### src/rtl/alu_seq_pkg.sv
// Shared definitions for the nibble-serial ALU sequencer: op codes,
// FSM state encoding and nibble width.
package alu_seq_pkg;

   localparam int NIB_W = 4;

   localparam logic [2:0] OP_ADD   = 3'd0;
   localparam logic [2:0] OP_AND   = 3'd1;
   localparam logic [2:0] OP_OR    = 3'd2;
   localparam logic [2:0] OP_XOR   = 3'd3;
   localparam logic [2:0] OP_PASSA = 3'd4;
   localparam logic [2:0] OP_PASSB = 3'd5;
   localparam logic [2:0] OP_SHR   = 3'd6;
   localparam logic [2:0] OP_SHL   = 3'd7;

   typedef enum logic [1:0] {
      IDLE = 2'd0,
      RUN  = 2'd1,
      DONE = 2'd2
   } state_t;

   // Logic and pass ops carry no meaningful word carry
   function automatic logic op_forces_zero_cout(input logic [2:0] op);
      return (op >= OP_AND) && (op <= OP_PASSB);
   endfunction

endpackage

### src/rtl/alu_nibble_seq_if.sv
// Requester-side bus of the nibble-serial ALU sequencer.
interface alu_nibble_seq_if
   import alu_seq_pkg::*;
#(
   parameter int NIBBLES = 4
);
   logic                     start;
   logic [2:0]               op;
   logic                     com;
   logic                     cin;
   logic [NIB_W*NIBBLES-1:0] a;
   logic [NIB_W*NIBBLES-1:0] b;
   logic                     busy;
   logic                     done;
   logic [NIB_W*NIBBLES-1:0] result;
   logic                     cout;
   logic                     zero;
   logic                     equ;

   modport master (
      output start, op, com, cin, a, b,
      input  busy, done, result, cout, zero, equ
   );

   modport slave (
      input  start, op, com, cin, a, b,
      output busy, done, result, cout, zero, equ
   );
endinterface

### src/rtl/alu_nibble_seq.sv
// Multi-cycle sequencer: runs a wide ALU operation one nibble per clock through
// an external 4-bit slice and accumulates word-level carry/zero/equality status.
module alu_nibble_seq
   import alu_seq_pkg::*;
#(
   parameter int NIBBLES = 4
)
(
   input  logic                  clk,
   input  logic                  rst_n,
   alu_nibble_seq_if.slave       bus,
   output logic [2:0]            alu_f,
   output logic                  alu_com,
   output logic [3:0]            alu_da,
   output logic [3:0]            alu_db,
   output logic                  alu_ci_right,
   output logic                  alu_ci_left,
   input  logic [3:0]            alu_d,
   input  logic                  alu_co_left,
   input  logic                  alu_co_right,
   input  logic                  alu_equ
);
   localparam int W     = NIB_W * NIBBLES;
   localparam int IDX_W = $clog2(NIBBLES);

   state_t             state_r;
   state_t             next_state_s;
   logic [W-1:0]       a_r;
   logic [W-1:0]       b_r;
   logic [2:0]         op_r;
   logic               com_r;
   logic               carry_r;
   logic               zero_acc_r;
   logic               equ_acc_r;
   logic [IDX_W-1:0]   idx_r;
   logic [W-1:0]       result_r;
   logic               cout_r;
   logic               zero_r;
   logic               equ_r;
   logic               busy_r;
   logic               done_r;
   logic [IDX_W+1:0]   nib_base_s;
   logic               last_s;
   logic               carry_next_s;

   assign nib_base_s   = {idx_r, 2'b00};
   assign last_s       = (op_r == OP_SHR) ? (idx_r == {IDX_W{1'b0}})
                                          : (idx_r == IDX_W'(NIBBLES - 1));
   assign carry_next_s = (op_r == OP_SHR) ? alu_co_right : alu_co_left;

   // Next-state decode and slice steering (slice sees zeros outside RUN)
   always_comb begin
      next_state_s = state_r;
      alu_f        = 3'd0;
      alu_com      = 1'b0;
      alu_da       = 4'd0;
      alu_db       = 4'd0;
      alu_ci_right = 1'b0;
      alu_ci_left  = 1'b0;
      case (state_r)
         IDLE: begin
            if (bus.start) next_state_s = RUN;
            else           next_state_s = IDLE;
         end
         RUN: begin
            alu_f   = op_r;
            alu_com = com_r;
            alu_da  = a_r[nib_base_s +: NIB_W];
            alu_db  = b_r[nib_base_s +: NIB_W];
            if (op_r == OP_SHR) alu_ci_left  = carry_r;
            else                alu_ci_right = carry_r;
            if (last_s) next_state_s = DONE;
            else        next_state_s = RUN;
         end
         DONE:    next_state_s = IDLE;
         default: next_state_s = IDLE;
      endcase
   end

   // FSM state register
   always_ff @(posedge clk or negedge rst_n) begin
      if (!rst_n) state_r <= IDLE;
      else        state_r <= next_state_s;
   end

   // Operand latch, nibble collection and word status
   always_ff @(posedge clk or negedge rst_n) begin
      if (!rst_n) begin
         a_r        <= {W{1'b0}};
         b_r        <= {W{1'b0}};
         op_r       <= 3'd0;
         com_r      <= 1'b0;
         carry_r    <= 1'b0;
         zero_acc_r <= 1'b0;
         equ_acc_r  <= 1'b0;
         idx_r      <= {IDX_W{1'b0}};
         result_r   <= {W{1'b0}};
         cout_r     <= 1'b0;
         zero_r     <= 1'b0;
         equ_r      <= 1'b0;
         busy_r     <= 1'b0;
         done_r     <= 1'b0;
      end else begin
         busy_r <= (next_state_s != IDLE);
         done_r <= (next_state_s == DONE);
         case (state_r)
            IDLE: begin
               if (bus.start) begin
                  a_r        <= bus.a;
                  b_r        <= bus.b;
                  op_r       <= bus.op;
                  com_r      <= bus.com;
                  carry_r    <= bus.cin;
                  zero_acc_r <= 1'b1;
                  equ_acc_r  <= 1'b1;
                  idx_r      <= (bus.op == OP_SHR) ? IDX_W'(NIBBLES - 1) : {IDX_W{1'b0}};
               end
            end
            RUN: begin
               result_r[nib_base_s +: NIB_W] <= alu_d;
               zero_acc_r <= zero_acc_r & (alu_d == 4'd0);
               equ_acc_r  <= equ_acc_r & alu_equ;
               carry_r    <= carry_next_s;
               if (op_r == OP_SHR) idx_r <= idx_r - IDX_W'(1);
               else                idx_r <= idx_r + IDX_W'(1);
               // Publish status on the edge that enters DONE
               if (last_s) begin
                  cout_r <= op_forces_zero_cout(op_r) ? 1'b0 : carry_next_s;
                  zero_r <= zero_acc_r & (alu_d == 4'd0);
                  equ_r  <= equ_acc_r & alu_equ;
               end
            end
            DONE: begin
               carry_r <= carry_r;
            end
            default: begin
               carry_r <= 1'b0;
            end
         endcase
      end
   end

   assign bus.busy   = busy_r;
   assign bus.done   = done_r;
   assign bus.result = result_r;
   assign bus.cout   = cout_r;
   assign bus.zero   = zero_r;
   assign bus.equ    = equ_r;
endmodule

### src/flat_wrapper.sv
// flat-port wrapper written by rule: the top's interface ports become plain ports
module alu_nibble_seq_flat import alu_seq_pkg::*;
#(
   parameter int NIBBLES = 4
)
  (clk, rst_n, alu_f, alu_com, alu_da, alu_db, alu_ci_right, alu_ci_left, alu_d, alu_co_left, alu_co_right, alu_equ, bus_start, bus_op, bus_com, bus_cin, bus_a, bus_b, bus_busy, bus_done, bus_result, bus_cout, bus_zero, bus_equ);
  alu_nibble_seq_if #(.NIBBLES(NIBBLES)) bus_i ();
  input  logic clk;
  input  logic rst_n;
  output logic [2:0] alu_f;
  output logic alu_com;
  output logic [3:0] alu_da;
  output logic [3:0] alu_db;
  output logic alu_ci_right;
  output logic alu_ci_left;
  input  logic [3:0] alu_d;
  input  logic alu_co_left;
  input  logic alu_co_right;
  input  logic alu_equ;
  input wire logic [$bits(bus_i.start)-1:0] bus_start;
  input wire logic [$bits(bus_i.op)-1:0] bus_op;
  input wire logic [$bits(bus_i.com)-1:0] bus_com;
  input wire logic [$bits(bus_i.cin)-1:0] bus_cin;
  input wire logic [$bits(bus_i.a)-1:0] bus_a;
  input wire logic [$bits(bus_i.b)-1:0] bus_b;
  output wire logic [$bits(bus_i.busy)-1:0] bus_busy;
  output wire logic [$bits(bus_i.done)-1:0] bus_done;
  output wire logic [$bits(bus_i.result)-1:0] bus_result;
  output wire logic [$bits(bus_i.cout)-1:0] bus_cout;
  output wire logic [$bits(bus_i.zero)-1:0] bus_zero;
  output wire logic [$bits(bus_i.equ)-1:0] bus_equ;
  assign bus_i.start = bus_start;
  assign bus_i.op = bus_op;
  assign bus_i.com = bus_com;
  assign bus_i.cin = bus_cin;
  assign bus_i.a = bus_a;
  assign bus_i.b = bus_b;
  assign bus_busy = bus_i.busy;
  assign bus_done = bus_i.done;
  assign bus_result = bus_i.result;
  assign bus_cout = bus_i.cout;
  assign bus_zero = bus_i.zero;
  assign bus_equ = bus_i.equ;
  alu_nibble_seq #(.NIBBLES(NIBBLES)) u_core (.clk(clk), .rst_n(rst_n), .bus(bus_i), .alu_f(alu_f), .alu_com(alu_com), .alu_da(alu_da), .alu_db(alu_db), .alu_ci_right(alu_ci_right), .alu_ci_left(alu_ci_left), .alu_d(alu_d), .alu_co_left(alu_co_left), .alu_co_right(alu_co_right), .alu_equ(alu_equ));
endmodule
### config.mk
export PLATFORM = sky130hd
export DESIGN_NAME = alu_nibble_seq_flat
export DESIGN_NICKNAME = d
export VERILOG_FILES = /design/src/rtl/alu_seq_pkg.sv /design/src/rtl/alu_nibble_seq_if.sv /design/src/rtl/alu_nibble_seq.sv /design/src/flat_wrapper.sv
export SDC_FILE = /design/constraint.sdc
export NUM_CORES = 1
export LEC_CHECK = 0
export ABC_AREA = 1
export CORE_MARGIN = 5
export CORE_UTILIZATION = 43
export CTS_CLUSTER_SIZE = 25
export DETAILED_ROUTE_END_ITERATION = 6
export GPL_ROUTABILITY_DRIVEN = 0
export PLACE_DENSITY = 0.85
export SKIP_CTS_REPAIR_TIMING = 1
export SLEW_MARGIN = 15
export SYNTH_ARGS = -nofsm -noshare
export SYNTH_HDL_FRONTEND = slang
export SYNTH_SLANG_ARGS = --single-unit
### constraint.sdc
create_clock -name clk -period 1.8 [get_ports clk]
set_clock_uncertainty 0.1 [all_clocks]
set_input_delay 0.36 -clock clk [delete_from_list [all_inputs] [get_ports clk]]
set_output_delay 0.36 -clock clk [all_outputs]
set_load 0.01 [all_outputs]
# == Yosys cells after proc, flatten, opt, wreduce, memory -nomap -nowiden ==
# Index checks and enable logic that the tools add are counted.
# totals
input_bits,47
out_inout_bits,35
regBits,64
# classes
order_cmp,2
n_shift,4
addsub,3
bitwise,3
n_reduce_logical,10
n_eq_ne,7
mux,24
# op_table
op,n
$shiftx A16 B5 Y4,2
$bwmux W16,1
$shift A4 B6 Y16 const A,1
$shiftx A4 B6 Y16,1
$mux W1,11
$mux W2,4
$mux W4,2
$pmux W2 S2,2
$reduce_and A2 Y1,4
$eq A2 B2 Y1 const B,3
$eq A3 B3 Y1 const B,2
$neg A4 Y6,1
$logic_not A2 Y1,2
$logic_not A4 Y1,1
$pmux W1 S2,2
$reduce_bool A2 Y1,2
$ge A3 B1 Y1 const B,1
$le A3 B3 Y1 const B,1
$mux W3,1
$pmux W1 S3,1
$add A2 B1 Y2 const B,1
$and A1 B1 Y1,2
$eq A2 B1 Y1 const B,1
$ne A2 B2 Y1 const B,1
other kinds (3),3

# == Longest topological paths before layout ==
# Gate-level depths: netlist of run 1.
# logic_depth
depth_word,5
mapped_depth,10
depth_no_buf,8

# == Worst setup path before layout of run 1 ==
# OpenSTA, ideal clock, no wires.
# synth_timing
path_type,flip-flop to flip-flop
start,register u_core.idx_r[0]
end,register u_core.result_r[6] (netlist: u_core.bus.result[6])
synth_period_minus_slack_ns,1.724
n_path_buf,3
t_arrival_ns,1.528
t_required_ns,1.605
stages_incl_launch_ff,9
setup_slack_ns,0.076
cell_sequence,dfrtp_1 -> buf_2 -> inv_1 -> buf_4 -> ha_1 -> inv_1 -> buf_2 -> nand3_1 -> o31ai_1
# synth_between
elab_chain_cells,3
word_cells_on_any_way,4
cone_classes,add/sub (1); shift (2); mux (1)
# synth_lines
element,line_no,source
"start, declared",alu_nibble_seq.sv:35,logic [IDX_W-1:0] idx_r;
"start signal, assigned",alu_nibble_seq.sv:96,idx_r <= {IDX_W{1'b0}};
"start signal, assigned",alu_nibble_seq.sv:116,idx_r <= (bus.op == OP_SHR) ? IDX_W'(NIBBLES - 1) : {IDX_W{1'b0}};
"start signal, assigned",alu_nibble_seq.sv:124,if (op_r == OP_SHR) idx_r <= idx_r - IDX_W'(1);
$neg A4 Y6 *,alu_nibble_seq.sv:120,result_r[nib_base_s +: NIB_W] <= alu_d;
$shiftx A4 B6 Y16 / $shift A4 B6 Y16 (equally long branches),alu_nibble_seq.sv:120,
$bwmux W16 *,alu_nibble_seq.sv:120,
"end signal, assigned",alu_nibble_seq.sv:97,result_r <= {W{1'b0}};
"end signal, assigned by index",alu_nibble_seq.sv:120,
"end, declared",alu_nibble_seq.sv:36,logic [W-1:0] result_r;
# Mark *: on every way between the ends. The rest lies on a longest branch, timed or not.
# A chain may end at the register's enable or synchronous reset.

# == Final worst setup path of run 1 ==
# layout_timing
start,register u_core.idx_r[0]
end,output alu_da[0]
# layout_between
elab_chain_cells,2
# layout_lines
element,line_no,source
$shiftx A16 B5 Y4,alu_nibble_seq.sv:68,alu_da = a_r[nib_base_s +: NIB_W];
$mux W4,alu_nibble_seq.sv:60,case (state_r)
"end, declared",flat_wrapper.sv:12,output logic [3:0] alu_da;
# Every way passes these cells.

==> results of run 1 <==
cell type report:
class                           instances  area [um2]  area share
Inverter                               21        78.8      0.0185
Clock buffer                           11         141      0.0331
Timing Repair Buffer                  114        1050       0.247
Sequential cell                        64        1600       0.376
Tap cell                               80         100      0.0235
Clock inverter                          4        45.0      0.0106
Multi-Input combinational cell        275        1250       0.292
where the power goes:
part	switching, mW	internal [mW]	leakage (nW)
Combinational	2.16	1.68	1.25
Clock	0.550	0.663	0.0989
Sequential	0.390	2.08	0.809
Total	3.10	4.43	2.16
through the flow:
step	hold slack (ps)	util	setup TNS (ps)	std cells	total power [mW]
finish	380	0.632	-860	569	7.53
global route	400	0.632	-2100	569	8.12
CTS	-73.5	0.625	-6440	564	7.47
detailed placement	295	0.598	-1060	549	6.21
global placement	293	0.598	-659	549	6.06
floorplan	-35.6	-	0	376	4.44
registers in the layout (all words and copies together), names as in the netlist:
name / count
u_core.a_r: 16
u_core.b_r: 16
u_core.bus.result: 16
u_core.op_r: 3
u_core.idx_r: 2
u_core.state_r: 2
u_core.bus.busy: 1
u_core.bus.cout: 1
u_core.bus.done: 1
u_core.bus.equ: 1
u_core.bus.zero: 1
u_core.carry_r: 1
u_core.com_r: 1
u_core.equ_acc_r: 1
u_core.zero_acc_r: 1
worst register-to-register path, delay by kind of cell, from the launching register on:
| family | cells | cell delay, ps |
|---|---|---|
| DFF | 1 | 410 |
| adders and majority gates | 1 | 200 |
| buffers and inverters | 5 | 600 |
| AOI/OAI and AO/OA | 1 | 270 |
| and+or+nand+nor | 1 | 100 |
cells by family after synthesis:
| logic type | after synthesis | synth area share |
|---|---|---|
| and+or+nand+nor | 219 | 0.295 |
| AOI/OAI and AO/OA | 52 | 0.0919 |
| adders and majority gates | 4 | 0.0168 |
| DFF | 64 | 0.537 |
| buffers and inverters | 37 | 0.0588 |
metal layers:
metal	vias up	wire, um	track usage	share of wire
met5	-	0	0	0
met4	0	112	0.0891	0.014
met3	12	510	0.0418	0.062
met2	90	4040	0.317	0.49
met1	1342	3520	0.239	0.43
li1	1403	-	-	-
final timing paths:
kind                       slack [ps]  cells past startpoint                         from                               end
min in group asynchronous         440                      3                        rst_n  u_core.bus.result[5]$_DFFE_PN0P_
max in group asynchronous         840                      3                        rst_n       u_core.idx_r[0]$_DFFE_PN0P_
max reg2reg                        20                      8  u_core.idx_r[0]$_DFFE_PN0P_  u_core.bus.result[5]$_DFFE_PN0P_
min                               380                      2   u_core.bus.equ$_DFFE_PN0P_        u_core.bus.equ$_DFFE_PN0P_
min reg2reg                       380                      2   u_core.bus.equ$_DFFE_PN0P_        u_core.bus.equ$_DFFE_PN0P_
max                              -140                      7  u_core.idx_r[0]$_DFFE_PN0P_                         alu_da[0]
placed cells by master (no fill, tap or decap), types with 3 or more instances in the layout:
cell             instances
a21oi_1                  8
buf_12                   3
buf_2                    8
buf_4                   23
buf_6                    6
clkbuf_2                 6
clkbuf_8                10
clkdlybuf4s50_1         66
clkinv_2                 3
dfrtp_1                 63
ha_1                     3
inv_1                   13
inv_2                    8
nand2_1                142
nand2_2                  3
nand3_1                 18
nand4_1                  4
nor2_1                  44
nor2_2                   4
o21ai_0                 29
o21ai_1                  7
o31ai_1                  4
==> impl_metrics.csv, run 1 <==
group,metric,value,unit
outcome,status,"finished with violations",
outcome,violations,"negative setup slack",
route,postRouteAntennaNets,0,
yosys,syn_avg_cell_area,7.93,um2
placement,io_buffer_count,81,
yosys,synth.most_common_cell,"nand2_1",
yosys,yosys_warnings,0,
critical_path,arrival,1480,ps
yosys,ys_top_cells_by_area,"dfrtp_1 (54%), nand2_1 (18%), o21ai_0 (6.2%)",
floorplan,die_width,93.3,um
floorplan,start_util,0.441,
route,first_pass_iters,4,
final_layout,antennaDiodeCount,0,
grt,grt_pass1_wl,13100,um
route,avgViaCountPerCell,5.00,
sta,relSlewSlack,0.771,
floorplan,dieArea,8700,um2
route,drc_errors,0,
critical_path,cp_cell_sequence,"buf_4 > buf_6 > nor2_1 > nor2_1 > o21ai_0 > a21oi_1 > clkbuf_2",
clock_tree,cts_tree,"yes",
critical_path,critPathRequiredTime,1340,ps
grt,grt_overflow,0,
sta,fin_ws,-141,ps
floorplan,io_pins,82,
clock_tree,clk_path_buf_depth,2,
grt,grt_max_degree,65,
sta,hold_viol,0,
power,leakage,2.16,nW
yosys,synth_top_cells_by_count,"nand2_1 (143), dfrtp_1 (64), nor2_1 (47)",
yosys,synthCells,376,
sta,fin_crit_sh,1.08,
critical_path,max_stage_delay,410,ps
sta,fmax,515,MHz
critical_path,cp-start-kind,"register",
grt,grt_usage,0.192,
grt,antenna_found_initial,0,
clock_tree,cts_max_level,3,
power,ir_drop,873,uV
sta,finalCriticalPeriod,1940,ps
placement,placed_area,4040,um2
clock_tree,cts_root_buf,"clkbuf_8",
critical_path,cp_max_fo,4,
yosys,synth_enable_flop_cells,0,
yosys,ys.flop_type,"dfrtp_1",
route,totalWireLength,8190,um
final_layout,drive_gt1_frac,0.170,
sta,finalMaxSlewViolations,0,
power,powerDensity,1760,nW/um2
floorplan,core_area,6760,um2
clock_tree,clk_pin_slew,70,ps
route,drt_iter0_drc,180,
final_layout,fillers,590,
job,cap_violations,0,
sta,worst_slew_pin_slew,344,ps
sta,setup_viol,11,
clock_tree,clk_latency,340,ps
yosys,ys_ff_latch,64,
critical_path,crit_family,"flip-flops",
floorplan,fp-row-count,30,
route,post_drt_wl_per_cell,14.4,um
final_layout,area_delta_synth_final,43.1,%
critical_path,path_buf_inv,3,
final_layout,postLayoutCellArea,4270,um2
final_layout,finalNetCount,536,
yosys,yosys.area.top_type,"dfrtp_1",
placement,place_ws,-135,ps
grt,grt_pass1_vias,2939,
critical_path,end_kind,"output port",
yosys,synth_seq_area_share,0.537,
placement,dp_hpwl,5860,um
yosys,yosysTopAreaCellShare,0.537,
yosys,syn-num-nets,427,
route,vias,2847,
yosys,yosysUniqueCellTypes,21,
yosys,netlist_area,2980,um2
yosys,async_flop_share,1.00,
critical_path,cp_slowest_cell,"dfrtp_2",
sta,rsz0062_at_grt,"true",
clock_tree,cts.sinks,64,
critical_path,cp_common_cell,"nor2_1",
critical_path,crit_type,"register to output port",
clock_tree,cts_buffers,9,
min_path,hold_path_class,"register to register",
floorplan,die_h,93.3,um
(Power assumes the default switching activity.)
==> run 2: changes to the inputs <==
- clock period: 1.8 -> 1.7 ns (I/O delays scaled with it)
==> run 2 against run 1 <==
Effect of this change: the run still ends with negative setup slack left; cell count decreased by 0.53%; critical path type unchanged; routed wire length decreased by 1.1%; clock power increased by 12%; sequential power increased by 7%; combinational power increased by 5%; largest cell class unchanged; flip-flop and latch count unchanged; highest routed layer unchanged; worst hold slack about the same.
==> impl_metrics.csv, run 2 (synthesis results as in run 1) <==
group,metric,value,unit
outcome,status,"finished with violations",
outcome,violations,"negative setup slack",
power,internal-power,4.72,mW
clock_tree,clk_latency,350,ps
sta,worst_slew_pin_slew,354,ps
final_layout,multi_input_area,1290,um2
route,avgViaCountPerCell,5.01,
route,drt_iter0_drc,103,
power,leakage,2.41,nW
clock_tree,cts_tree,"yes",
sta,relSlewSlack,0.764,
sta,setup_tns,-1250,ps
route,vias,2833,
sta,hold_viol,0,
route,first_pass_iters,4,
floorplan,io_pins,82,
power,p_clk_frac,0.168,
floorplan,die_width,93.3,um
critical_path,cp_max_fo,5,
clock_tree,cts_root_buf,"clkbuf_8",
sta,rsz0062_at_grt,"true",
route,postRouteAntennaNets,0,
clock_tree,cts.sinks,64,
final_layout,fillers,566,
sta,finalMaxSlewViolations,0,
clock_tree,clk_path_buf_depth,2,
final_layout,seqCellArea,1610,um2
critical_path,crit_type,"register to output port",
critical_path,critPathRequiredTime,1260,ps
critical_path,r2r_slack,60,ps
power,power.switching,3.32,mW
sta,fin_ws,-186,ps
sta,fmax,530,MHz
floorplan,dieArea,8700,um2
route,drc_errors,0,
floorplan,core_area,6760,um2
final_layout,final_cell_mix,"nand2_1 (141), dfrtp_1 (61), clkdlybuf4s50_1 (49)",
critical_path,reg2reg_to,"u_core.bus.equ$_DFFE_PN0P_",
power,seqPwrFrac,0.330,
min_path,hold_path_class,"register to register",
placement,dp_hpwl,5770,um
power,powerDensity,1850,nW/um2
floorplan,start_util,0.441,
power,p_sw_frac,0.413,
grt,grt_pass1_vias,2866,
grt,grt_pass1_wl,13100,um
critical_path,timing.rr.start,"u_core.idx_r[0]$_DFFE_PN0P_",
placement,io_buffer_count,81,
clock_tree,cts_max_level,3,
route,post_drt_wl_per_cell,14.3,um
clock_tree,clk_pin_slew,70,ps
sta,finalCriticalPeriod,1890,ps
power,combPwrFrac,0.503,
placement,place_ws,-221,ps
final_layout,final_common_cell,"nand2_1",
critical_path,cp-start-kind,"register",
final_layout,antennaDiodeCount,0,
final_layout,finalNetCount,532,
grt,antenna_found_initial,0,
final_layout,area_delta_synth_final,45.8,%
final_layout,drive_gt1_frac,0.183,
power,ir_drop,932,uV
floorplan,die_h,93.3,um
sta,setup_viol,9,
job,cap_violations,0,
route,totalWireLength,8090,um
grt,grt_max_degree,65,
critical_path,end_kind,"output port",
min_path,hold_path_depth,2,
min_path,hold_start,"u_core.a_r[4]$_DFFE_PN0P_",
critical_path,ff2ff_path_depth,9,
grt,grt_overflow,0,
critical_path,arrival,1450,ps
grt,grt_usage,0.189,
floorplan,fp-row-count,30,
clock_tree,cts_buffers,9,
min_path,holdPathEnd,"u_core.a_r[4]$_DFFE_PN0P_",
sta,fin_crit_sh,1.11,
## run 2: changes by cell type in the layout (fill, tap and decap cells not counted), sizes merged
cell           delta
clkdlybuf4s50    -17
dlymetal6s2s     +16
clkbuf            -4
buf               +3
clkinv            -1
## run 2: how the worst max path moves through the flow
| stage | startpoint | endpoint | slack [ps] |
|---|---|---|---|
| CTS | u_core.idx_r[0]$_DFFE_PN0P_ | alu_da[1] | -610 |
| global route | u_core.idx_r[1]$_DFFE_PN0P_ | alu_da[0] | -280 |
| detailed placement | u_core.idx_r[0]$_DFFE_PN0P_ | alu_da[1] | -220 |
| floorplan | u_core.idx_r[0]$_DFFE_PN0P_ | u_core.bus.result[6]$_DFFE_PN0P_ | 9 |
| global placement | u_core.idx_r[1]$_DFFE_PN0P_ | alu_da[1] | -200 |
| finish | u_core.idx_r[0]$_DFFE_PN0P_ | alu_da[1] | -190 |
## run 2: area by class of cell
cell class / instances / area share
clock buffers: 13 / 0.0366
repair buffers: 110 / 0.246
multi-input cells: 275 / 0.297
flip-flops and latches: 64 / 0.369
clock inverters: 3 / 0.00921
inverters: 21 / 0.0187
well taps: 80 / 0.0230
## run 2: routing by layer
layer / vias up / global-route usage / wire length (um)
met4: 0 / 0.0562 / 92
li1: 1402 / - / -
met1: 1319 / 0.242 / 3480
met2: 104 / 0.319 / 3980
met5: - / 0 / 0
met3: 8 / 0.0426 / 537
## run 2: worst max-delay path, cell delays in order, from the launching register on
cell	delay [ps]
dfrtp_2	420
buf_6	140
nor2_1	50
nor2_1	90
o21ai_1	70
a21oi_1	170
buf_2	160
## run 2: power groups by stage
stage	clock (mW)	sequential, mW	combinational [mW]
final	1.35	2.65	4.04
after CTS	1.36	2.58	3.96
after global placement	0	2.57	3.83
after floorplan	0	2.59	2.12
after detailed placement	0	2.60	3.94
after global routing	1.44	2.72	4.52
## run 2: metrics by stage
step	hold WS, ps	instances	area [um2]	total power, mW	util
2_1_floorplan	-55.6	376	2980	4.71	-
3_3_place_gp	275	547	4020	6.40	0.596
3_5_place_dp	277	547	4020	6.54	0.596
4_1_cts	-93.9	563	4220	7.90	0.625
5_1_grt	409	566	4350	8.68	0.643
6_report	380	566	4350	8.04	0.643
